[src/rtl/sram_arb_pkg.sv]
// Shared types and constants for the SRAM round-robin arbiter.
package sram_arb_pkg;

    localparam int MAX_REQ     = 4;
    localparam int ID_W        = $clog2(MAX_REQ);
    // The stage-1 struct is sized from these; the top defaults to the same widths.
    localparam int SRAM_DATA_W = 128;
    localparam int SRAM_ADDR_W = 10;

    typedef struct packed {
        logic                   valid;
        logic                   write;
        logic [ID_W-1:0]        id;
        logic [SRAM_ADDR_W-1:0] addr;
        logic [SRAM_DATA_W-1:0] wdata;
    } s1_cmd_t;

endpackage

[src/rtl/sram_arbiter_rr_arbiter.sv]
// Combinational round-robin arbiter: scans from ptr+1 upward with wrap, one-hot grant.
module rr_arbiter
    import sram_arb_pkg::*;
#(
    parameter int NUM_REQ = 2
) (
    input  logic [NUM_REQ-1:0] req,
    input  logic [ID_W-1:0]    ptr,
    output logic [NUM_REQ-1:0] grant
);

    logic found;

    // NOTE: every variable written here gets a default first, so no path leaves one unassigned and no latch is inferred.
    always_comb begin
        grant = '0;
        found = 1'b0;
        for (int k = 1; k <= NUM_REQ; k++) begin
            for (int i = 0; i < NUM_REQ; i++) begin
                if (!found && req[i] && (i == (int'(ptr) + k) % NUM_REQ)) begin
                    grant[i] = 1'b1;
                    found    = 1'b1;
                end
            end
        end
    end

endmodule

[src/rtl/sram_arbiter.sv]
// Round-robin arbiter sharing one 1-cycle-read SRAM between NUM_REQ requesters.
// Optional per-requester grant counters when SRAM_ARB_STATS_EN is defined.
module sram_arbiter
    import sram_arb_pkg::*;
#(
    parameter int DATA_WIDTH = SRAM_DATA_W,
    parameter int ADDR_WIDTH = SRAM_ADDR_W,
    parameter int NUM_REQ    = 2
) (
    input  logic                          clk,
    input  logic                          rst_n,
    input  logic [NUM_REQ-1:0]            req_valid,
    input  logic [NUM_REQ-1:0]            req_write,
    input  logic [NUM_REQ*ADDR_WIDTH-1:0] req_addr,
    input  logic [NUM_REQ*DATA_WIDTH-1:0] req_wdata,
    output logic [NUM_REQ-1:0]            req_ready,
    output logic [NUM_REQ-1:0]            resp_valid,
    output logic [DATA_WIDTH-1:0]         resp_rdata,
    output logic                          sram_wen,
    output logic [ADDR_WIDTH-1:0]         sram_wadr,
    output logic [DATA_WIDTH-1:0]         sram_wdata,
    output logic                          sram_ren,
    output logic [ADDR_WIDTH-1:0]         sram_radr,
`ifdef SRAM_ARB_STATS_EN
    input  logic                          stats_clr,
    output logic [NUM_REQ*16-1:0]         grant_cnt,
`endif
    input  logic [DATA_WIDTH-1:0]         sram_rdata
);

    logic [ID_W-1:0]       rr_ptr;
    logic [NUM_REQ-1:0]    grant;
    logic                  accept;
    logic [ID_W-1:0]       win_id;
    logic                  win_write;
    logic [ADDR_WIDTH-1:0] win_addr;
    logic [DATA_WIDTH-1:0] win_wdata;
    s1_cmd_t               s1;
    logic                  s2_valid;
    logic [ID_W-1:0]       s2_id;

    rr_arbiter #(.NUM_REQ(NUM_REQ)) u_rr_arbiter (
        .req   (req_valid),
        .ptr   (rr_ptr),
        .grant (grant)
    );

    assign req_ready = grant;
    assign accept    = |grant;

    always_comb begin
        win_id    = '0;
        win_write = 1'b0;
        win_addr  = '0;
        win_wdata = '0;
        for (int i = 0; i < NUM_REQ; i++) begin
            if (grant[i]) begin
                win_id    = ID_W'(i);
                win_write = req_write[i];
                win_addr  = req_addr[i*ADDR_WIDTH +: ADDR_WIDTH];
                win_wdata = req_wdata[i*DATA_WIDTH +: DATA_WIDTH];
            end
        end
    end

    // NOTE: sequential state uses non-blocking assignments so every register samples pre-edge values.
    always_ff @(posedge clk or negedge rst_n) begin
        if (!rst_n) begin
            rr_ptr   <= ID_W'(NUM_REQ - 1);
            s1       <= '0;
            s2_valid <= 1'b0;
            s2_id    <= '0;
        end else begin
            s1.valid <= accept;
            if (accept) begin
                rr_ptr   <= win_id;
                s1.write <= win_write;
                s1.id    <= win_id;
                s1.addr  <= win_addr;
                if (win_write) s1.wdata <= win_wdata;
            end
            s2_valid <= s1.valid & ~s1.write;
            s2_id    <= s1.id;
        end
    end

    assign sram_wen   = s1.valid & s1.write;
    assign sram_ren   = s1.valid & ~s1.write;
    assign sram_wadr  = s1.addr;
    assign sram_radr  = s1.addr;
    assign sram_wdata = s1.wdata;

    // Read data is gated so idle cycles never expose the SRAM output.
    assign resp_rdata = s2_valid ? sram_rdata : '0;

    always_comb begin
        resp_valid = '0;
        for (int i = 0; i < NUM_REQ; i++) begin
            if (s2_valid && s2_id == ID_W'(i)) resp_valid[i] = 1'b1;
        end
    end

`ifdef SRAM_ARB_STATS_EN
    logic [15:0] cnt [NUM_REQ];

    always_ff @(posedge clk or negedge rst_n) begin
        if (!rst_n) begin
            for (int i = 0; i < NUM_REQ; i++) cnt[i] <= '0;
        end else if (stats_clr) begin
            for (int i = 0; i < NUM_REQ; i++) cnt[i] <= '0;
        end else begin
            for (int i = 0; i < NUM_REQ; i++) begin
                if (grant[i] && cnt[i] != 16'hFFFF) cnt[i] <= cnt[i] + 16'd1;
            end
        end
    end

    always_comb begin
        grant_cnt = '0;
        for (int i = 0; i < NUM_REQ; i++) grant_cnt[i*16 +: 16] = cnt[i];
    end
`endif

endmodule

[config.mk]
export PLATFORM = sky130hd
export DESIGN_NAME = sram_arbiter
export DESIGN_NICKNAME = d
export VERILOG_FILES = /design/src/rtl/sram_arb_pkg.sv /design/src/rtl/sram_arbiter_rr_arbiter.sv /design/src/rtl/sram_arbiter.sv
export SDC_FILE = /design/constraint.sdc
export NUM_CORES = 1
export LEC_CHECK = 0
export BUFFER_PORTS_ARGS = -buffer_cell sky130_fd_sc_hd__buf_2
export CAP_MARGIN = 20
export CORE_AREA = 5 5 268 270
export CTS_CLUSTER_DIAMETER = 150
export DETAILED_ROUTE_END_ITERATION = 8
export DIE_AREA = 0 0 273 275
export GPL_TIMING_DRIVEN = 0
export HOLD_SLACK_MARGIN = 0.08
export PLACE_DENSITY_LB_ADDON = 0.25
export SLEW_MARGIN = 25
export SYNTH_ARGS = -nofsm -noshare
export SYNTH_HDL_FRONTEND = slang
export SYNTH_SLANG_ARGS = --single-unit
[constraint.sdc]
create_clock -name clk -period 2.2 [get_ports clk]
set_input_delay 0.33 -clock clk [delete_from_list [all_inputs] [get_ports clk]]
set_output_delay 0.33 -clock clk [all_outputs]
set_load 0.01 [all_outputs]
### Word level (Yosys, flattened, before mapping)

Cells that the tools add are included.

| cells by class | value |
|---|---|
| add/subtract/negate cells | 2 |
| equal/unequal tests | 3 |
| muxes and demuxes | 16 |
| bitwise logic cells | 5 |
| reduce and logical (&&, ||, !) cells | 17 |

Operators by type and width:

| operator | count |
|---|---|
| $mux 128 | 3 |
| $logic_not 32->1 | 2 |
| $mux 10 | 2 |
| $mux 1 | 11 |
| $logic_and 1x1->1 | 9 |
| $eq 2x2->1 const A | 2 |
| $logic_not 1->1 | 3 |
| $add 1x1->1 const B | 2 |
| $and 1x1->1 | 2 |
| $and 1x1->1 const A | 2 |
| $logic_not 2->1 | 1 |
| $reduce_and 2->1 | 1 |
| $reduce_or 2->1 | 1 |
| $eq 1x1->1 const B | 1 |
| $not 1->1 | 1 |

| word-level totals | value |
|---|---|
| register bits after elaboration | 144 |
| input bits | 410 |
| output and inout port bits | 282 |
| word-level logic and storage cells | 51 |

### Longest topological paths before layout

Gate-level depths: netlist of run 1.

| logic depth | value |
|---|---|
| depth after elaboration | 19 |
| mapped depth | 7 |
| depth with buffers taken out | 3 |

### Cells and area by module

Synthesis of run 1 repeated with hierarchy kept, for this count alone.

| second synthesis, totals | value |
|---|---|
| cells, all modules | 1095 |
| area total of the unflattened synthesis | 11169.5 um^2 |

Modules (own cells, without submodules):

| module | instances | cells each | area an instance (um^2) | sequential area each (um^2) |
|---|---|---|---|---|
| sram_arbiter | 1 | 1092 | 11150.7 | 3604.7 |
| rr_arbiter | 1 | 3 | 18.8 | 0.0 |

### Worst setup path before layout of run 1

OpenSTA, ideal clock, no wires.

| timing | value |
|---|---|
| path kind | register to output |
| start point | register rr_ptr[0] |
| end point | output req_ready[0] |
| data arrival time | 1478 ps |
| required time | 1870 ps |
| slack | 392 ps |
| stages on the path, launching flop included | 8 |
| buffers on the path | 4 |
| path through | dfstp_2 -> nand2b_1 -> clkbuf_1 -> buf_2 -> buf_2 -> nand2_1 -> buf_2 -> inv_1 |

| on the way | value |
|---|---|
| longest elaborated chain between the ends | 13 |
| elaborated cells on any way between the ends | 17 |
| those cells by class | add/sub: 2; eq/ne: 1; mux: 3; bitwise: 2; reduce/logical: 9 |

RTL lines:

| what | line | RTL |
|---|---|---|
| start: declaration | sram_arbiter.sv:31 | `logic [ID_W-1:0] rr_ptr;` |
| start signal: assignment | sram_arbiter.sv:69 | `rr_ptr <= ID_W'(NUM_REQ - 1);` |
| start signal: assignment | sram_arbiter.sv:76 | `rr_ptr <= win_id;` |
| $add 1x1->1 | sram_arbiter_rr_arbiter.sv:20 | `if (!found && req[i] && (i == (int'(ptr) + k) % NUM_REQ)) begin` |
| $and 1x1->1 (no line) | -- |  |
| $logic_not 32->1 | sram_arbiter_rr_arbiter.sv:20 |  |
| $logic_and 1x1->1 | sram_arbiter_rr_arbiter.sv:20 |  |
| $mux 1 | sram_arbiter_rr_arbiter.sv:20 |  |
| $logic_not 1->1 | sram_arbiter_rr_arbiter.sv:20 |  |
| $logic_and 1x1->1 (2 in a row) | sram_arbiter_rr_arbiter.sv:20 |  |
| $mux 1 | sram_arbiter_rr_arbiter.sv:20 |  |
| $logic_not 1->1 | sram_arbiter_rr_arbiter.sv:20 |  |
| $logic_and 1x1->1 (2 in a row) | sram_arbiter_rr_arbiter.sv:20 |  |
| $mux 1 * | sram_arbiter_rr_arbiter.sv:20 |  |
| end: declaration | sram_arbiter.sv:16 | `output logic [NUM_REQ-1:0] req_ready,` |

Mark *: on every way between the ends. The rest lies on a longest branch, timed or not.

### Worst setup path after layout of run 1

| timing | value |
|---|---|
| start point | register s2_valid |
| end point | output resp_rdata[72] |

| on the way | value |
|---|---|
| longest elaborated chain between the ends | 1 |

RTL lines:

| what | line | RTL |
|---|---|---|
| start: declaration | sram_arbiter.sv:39 | `logic s2_valid;` |
| start signal: assignment | sram_arbiter.sv:82 | `s2_valid <= s1.valid & ~s1.write;` |
| $mux 128 | sram_arbiter.sv:94 | `assign resp_rdata = s2_valid ? sram_rdata : '0;` |
| end: declaration | sram_arbiter.sv:18 | `output logic [DATA_WIDTH-1:0] resp_rdata,` |

No other way between the ends.

==> results.md, run 1 <==
* Synth top cells by count: 149 x buf_4, 143 x dfrtp_1, 130 x and2_1
* Max-capacitance violation count at 0
* Reg2Reg Depth at 6
* Slew HR at 0.429
* Vias in the first global route at 10,300
* Switching Fraction at 0.328
* Worst endpoint required time at 1.87 ns
* Unique masters post-synth at 24
* Root buffer cell: clkbuf_16
* Crit Path Class: reg -> out
* Reg power frac at 0.309
* Tmin final at around 2.1 ns
* Layout area overhead at 59.8%
* Antenna-violating nets left at 0
* Die width at ~270 µm
* Slowest CP cell: dfrtp_1
* Syn_area_per_cell at between 10 and 15 µm²
* Initial antenna violation count at 43
* Post-synth top flop: dfrtp_1
* Yosys warns at 0
* Initial drt markers at 338
* Total Wirelength at 57.6 mm
* FP Rows at 97
* CTS tree: done
* Reg-to-reg slack, setup at 0.11 ns
* Worst path top cell family by delay: buffers and inverters
* Outcome: complete, no violations
* Worst R2R Start: rr_ptr[0]
* Clk_lat worst skew at around 0.46 ns
* Die area at 75,100 µm²
* Nature of the critical path endpoint: output pin
* Hpwl dp at ~50 mm
* Post-synth EDFFs at 0
* Critical-path cell list: clkbuf_8 > clkbuf_2 > and2_1 > buf_2
* Max frequency at 477 MHz
* Synth Cell Area at ~9400 µm²
* Drt wl/cell at 23.0 µm
* CTS sink count at 144
* Layout cells sized above 1 at 0.671
* Die Height at about 280 µm
* Pwr/cell area at 770 nW/µm²
* Worst r2r dst: sram_wdata[126]
* Initial core utilization at 0.135
* Final Cell Area at 15,000 µm²
* HP Class: in -> reg
* Clock buffer count from CTS at 17
* Vias per cell at about 3.7
* Ports at 692
* Global-route wire length before repair at 76.7 mm
* Routability congestion estimate at about 0.93
* Largest stage delay on the critical path at 0.40 ns
* Largest net degree at the start of global routing at 81
* Post-layout net count at 1,945
* Crit path depth at 4
* Hold WS at 0.150 ns
* Synth area leaders: dfrtp_1 38%, mux2_4 14%, a32o_1 14%, buf_4 12%, and2_1 8.7%
* Clock tree buffer depth at 2
* DRC Markers at 0
* Worst EP arrival at 1.77 ns
* Crit-path max FO at 19
* Sequential share of the synthesized area at 0.385
* Synth Register Bits at 144
* RSZ-0062 raised after global routing: false
* PortBufs at 690
* Final Cycle Share at 0.954
* H-Tree Level Count at 4
* P_sw at approximately 3.8 mW
* Tot GR Track Use at 0.145
* Clock group share of total power at 0.278
* Synth area leader: dfrtp_1
* Core area at 69,300 µm²
* Critical Path Sink: resp_rdata[72]
* Max-slew violation count at 0
* CP startpoint kind: flop
* Syn nets at around 1,200
* Count leader, synth: buf_4
* DR vias at 9,383
* Worst VDD drop at 0.000463 V
* Hold path startpoint: req_addr[9]
* Comb power frac at 0.413
* Crit path from: s2_valid
* Leak at 7.75 nW
* Final Hold Fails at 0
* Buf+Inv Stages, Crit Path at 3
* Worst-margin pin slew at 0.857 ns
* Finish-stage setup viols at 0
* Clock slew at reported path FFs at 0.07 ns
* Pint at slightly below 8 mW
* Yosys top cell area share at 0.382
* Synthesized instance count at 809
* Post-synthesis async set-or-reset flop share at 1.00
* Placed inst area at 14,000 µm²
* Overflow left after global routing at 0
* Hold Path Depth at 2
* Drt pass-1 iters at 5
* Layout Skew at 0.0159 ns
-- flip-flops by register name, indices dropped and copies added, names as in the netlist --
name,cells
s2_id,1
sram_radr,10
s1,3
s2_valid,1
sram_wdata,128
rr_ptr,1
-- power groups by stage --
| stage | clock network, mW | registers (mW) | logic, mW |
|---|---|---|---|
| floorplan | 0 | 3.49 | 2.79 |
| finish | 3.21 | 3.56 | 4.76 |
| CTS | 3.39 | 3.57 | 4.87 |
| detailed placement | 0 | 3.59 | 4.79 |
| global route | 3.46 | 3.64 | 5.12 |
| global placement | 0 | 3.58 | 4.79 |
-- stage by stage --
step / setup WS (ns) / TNS (ns) / utilization / power (mW) / cells
final: 0.102 / 0 / 0.216 / 11.5 / 2503
after global routing: 0.00112 / 0 / 0.216 / 12.2 / 2502
after global placement: -1.78 / -320.82 / 0.202 / 8.37 / 2439
after CTS: -0.0259 / -0.0259 / 0.215 / 11.8 / 2484
after floorplan: 0.392 / 0 / - / 6.28 / 809
after detailed placement: -0.754 / -49.08 / 0.203 / 8.38 / 2441
-- routing by layer --
metal / up-vias / GRT usage / part of all wire / wire length, µm
met5: - / 0 / 0.00059 / 34
met4: 6 / 0.0749 / 0.045 / 2570
met3: 109 / 0.0475 / 0.082 / 4700
met2: 500 / 0.270 / 0.53 / 30500
met1: 4497 / 0.143 / 0.34 / 19800
li1: 4271 / - / - / -
-- layout make-up --
| class | instances | area [µm²] |
|---|---|---|
| Fill cell | 7685 | 54300 |
| Tap cell | 940 | 1180 |
| Multi-Input combinational cell | 436 | 4260 |
| Clock inverter | 12 | 184 |
| Timing Repair Buffer | 710 | 3660 |
| Clock buffer | 19 | 443 |
| Antenna cell | 16 | 40.0 |
| Inverter | 4 | 15.0 |
| Buffer | 222 | 1590 |
| Sequential cell | 144 | 3600 |
-- timing repair --
action / in CTS / in global routing
setup endpoints to repair: 222 / 31
hold endpoints to repair: 72 / 0
buffers inserted: 5 / 3
gates resized for setup: 36 / 7
hold buffers: 10 / 0
-- cell usage in the layout (no fill, tap or decap), drive strengths merged, types with 10 or more instances in the layout --
master	instances
clkbuf	66
mux2i	10
mux2	128
diode	16
a32o	129
and2	130
buf	875
dlygate4sd3	10
dfrtp	143
-- worst min path at each step --
stage	to	slack, ns
final	sram_radr[9]	0.15
after global routing	sram_radr[9]	0.12
after CTS	sram_radr[9]	0.08
after detailed placement	sram_wdata[127]	0.34
after global placement	s2_id[0]	0.37
after floorplan	s1[138]	0.03
-- cell families after synthesis --
family	after synthesis	share of synthesized area
mux	138	0.200
simple gates	146	0.0979
buf+inv	229	0.163
flops	144	0.385
compound gates	152	0.154
(Power assumes the default switching activity.)
==> run 2, diff against run 1 <==
- ABC_AREA: default -> 1
- BUFFER_PORTS_ARGS: -buffer_cell sky130_fd_sc_hd__buf_2 -> default
- CORE_AREA: 5 5 268 270 -> 5 5 267 269
- DIE_AREA: 0 0 273 275 -> 0 0 272 274
- DONT_BUFFER_PORTS: default -> 1
==> results.md, run 2 <==
* Outcome: complete, but fails checks
* Failing checks: negative hold slack
* CTS hold repair buffers at 179 (+169)
* Largest family of logic cells by synthesized area: simple AND/OR/NAND/NOR gates
* Die area at 74,500 µm² (-0.73%)
* Tot GR Track Use at 0.141 (-0.00415)
* Yosys warns at 0 (unchanged)
* Synth area leaders: dfrtp_1 36%, nand3_1 21%, nand2_1 20%, buf_4 11%, inv_1 5.2%
* CTS tree: done
* Total Wirelength at 55.5 mm (-3.5%)
* Vias in the first global route at 10,900 (+6.4%)
* Root buffer cell: clkbuf_16
* Worst endpoint required time at 1.87 ns (about the same)
* Met2 Use GR at 0.251 (-0.0193)
* Vias per cell at 4.10 (+9.4%)
* Synth Area in Compound Gates at 0.00101 (-0.153)
* Critical-path cell list: clkbuf_1 > nand2_1 > inv_1
* Routability congestion estimate at 0.933 (about the same)
* Initial antenna violation count at 7 (-84%)
* Antenna-violating nets left at 0 (unchanged)
* Post-synthesis mux area share at 0 (-0.200)
* Final Cycle Share at 0.934 (-0.0201)
* Hold WS at -0.444 ns (-0.594 ns)
* Global-route wire length before repair at 77.0 mm (+0.40%)
* Max frequency at 487 MHz (+2.2%)
* Finish-stage setup viols at 0 (unchanged)
* HP Class: in -> async
* Largest stage delay on the critical path at 0.51 ns (+0.11 ns)
* Commonest non-fill, non-tap cell in the layout: nand2_1
* Die width at 272 µm (-0.37%)
* Synth top cells by count: 539 x nand2_1, 406 x nand3_1, 151 x buf_4
* XOR/XNOR share of the synthesized area at 0 (unchanged)
* Layout cells sized above 1 at 0.169 (-0.502)
* Synth area leader: dfrtp_1
* Count leader, synth: nand2_1
* Clock buffer count from CTS at 17 (unchanged)
* Post-synth top flop: dfrtp_1
* Layout area overhead at 36.0%
* Post-layout net count at 2,105 (+8.2%)
* Drt pass-1 iters at 7 (+2)
* Post-synthesis simple-gate area fraction at 0.414 (+0.316)
* PortBufs at 0 (-100%)
* Core area at 68,300 µm² (-1.4%)
* Worst r2r dst: sram_wdata[101]
* Post-synth EDFFs at 0 (unchanged)
* Die Height at 274 µm (-0.36%)
* Commonest non-fill, non-tap cells in the layout: 536 x nand2_1, 406 x nand3_1, 179 x dlygate4sd3_1
* Worst VDD drop at 0.000475 V (+2.7%)
* Max FFs per register at 128 (unchanged)
* Slowest CP cell: clkbuf_1
* Worst EP arrival at 1.72 ns (-0.05 ns)
* Crit path depth at 3 (-1)
* Worst R2R Start: rr_ptr[0]
* Nature of the critical path endpoint: output pin
* GRT met1 Usage at 0.155 (+0.0115)
* Yosys top cell area share at 0.362 (-0.0200)
* Clock slew at reported path FFs at 0.08 ns (about the same)
* Critical Path Sink: resp_rdata[127]
* CTS sink count at 144 (unchanged)
* Unique masters post-synth at 13 (-46%)
* Reg-to-reg slack, setup at 0.16 ns (+0.05 ns)
* Max-capacitance violation count at 0 (unchanged)
* Initial drt markers at 659 (+95%)
* RSZ-0062 raised after global routing: false
* H-Tree Level Count at 4 (unchanged)
* Synth Register Bits at 144 (unchanged)
* Drt wl/cell at 21.4 µm (-7.0%)
* Max-slew violation count at 0 (unchanged)
* Buf+Inv Stages, Crit Path at 2 (-1)
* Crit-path max FO at 10 (-9)
* Reg2Reg Depth at 8 (+2)
* Synthesized instance count at 1,497 (+85%)
* CP startpoint kind: flop
* GRT met3 Usage at 0.0473 (-0.000279)
* Initial core utilization at 0.145 (+0.00945)
* Tmin final at 2.05 ns (-0.0442 ns)
* Syn nets at 1,907 (+56%)
* Clk_lat worst skew at 0.46 ns (about the same)
* Hpwl dp at 44.5 mm (-8.3%)
* Worst path top cell family by delay: buffers and inverters
* Layout Skew at 0.0134 ns (-0.00246 ns)
* Pwr/cell area at 758 nW/µm² (-1.5%)
* Slew HR at 0.423 (-0.00568)
* FP Rows at 96 (-1.0%)
* Overflow left after global routing at 0 (unchanged)
* Placed inst area at 11,000 µm² (-22%)
* DR vias at 10,600 (+13%)
* Final Cell Area at 13,400 µm² (-10%)
* Final core occ at 0.197 (-0.0194)
* Most Crowded Layer GR: met2
* Clock tree buffer depth at 2 (unchanged)
* Final Hold Fails at 144 (+144)
* Largest net degree at the start of global routing at 145 (+79%)
* Final TNS setup at 0 ns (unchanged)
* Crit Path Class: reg -> out
* Ports at 692 (unchanged)
* Post-Synth Adder-Cell Area at 0 (unchanged)
* Worst-margin pin slew at 0.865 ns (+0.00851 ns)
* DRC Markers at 0 (unchanged)
* Synth Cell Area at 9880 µm² (+5.5%)
* Sequential share of the synthesized area at 0.365 (-0.0201)
* Crit path from: s2_valid
* Syn_area_per_cell at 6.60 µm² (-43%)
* Leak at 7.63 nW (-1.6%)
* Post-synthesis async set-or-reset flop share at 1.00 (unchanged)
* Overall power at 10.2 mW (-12%)
==> run 2: timing repair <==
item	CTS	global route
hold endpoints to repair	245	144
endpoints found under the setup margin	109	15
buffers inserted	0	0
gates resized for setup	14	6
==> run 2: stage by stage <==
step,setup WS (ns),std cells
3_5_place_dp,-0.177,2379
3_3_place_gp,-0.201,2379
6_report,0.146,2596
5_1_grt,0.0217,2595
4_1_cts,0.00614,2590
2_1_floorplan,0.819,1497
==> run 2: worst min-delay path by stage <==
stage           from  cells past startpoint  slack, ns              end
6_report       rst_n                      0      -0.44  sram_wdata[116]
5_1_grt        rst_n                      0      -0.50   sram_wdata[70]
4_1_cts        rst_n                      0      -0.51  sram_wdata[116]
3_5_place_dp   rst_n                      0       0.04   sram_wdata[71]
3_3_place_gp   rst_n                      0       0.04   sram_wdata[68]
2_1_floorplan  rst_n                      0       0.03          s1[138]
==> run 2: logic make-up after synthesis <==
logic type             Yosys count
and+or+nand+nor                950
buffers and inverters          401
AOI/OAI and AO/OA                2
DFF                            144
==> run 2: layout make-up <==
cell class / instances / area [µm²]
antenna: 6 / 15.0
clock inverter: 15 / 189
inverter: 136 / 510
timing repair buffer: 179 / 1790
sequential: 144 / 3600
fill: 7713 / 54900
buffer: 265 / 1690
tap: 882 / 1100
multi-input combinational: 952 / 4110
clock buffer: 17 / 425
==> run 2: power breakdown <==
group	internal, mW	switching [mW]
clock network	1.73	1.42
registers	3.14	0.311
logic	1.44	2.15
==> run 2: per-layer routing <==
metal	vias up	wire length (µm)	share of wire
met2	577	27900	0.50
met3	89	4580	0.082
met5	-	0	0
met4	0	2020	0.036
met1	5023	21000	0.38
li1	4960	-	-
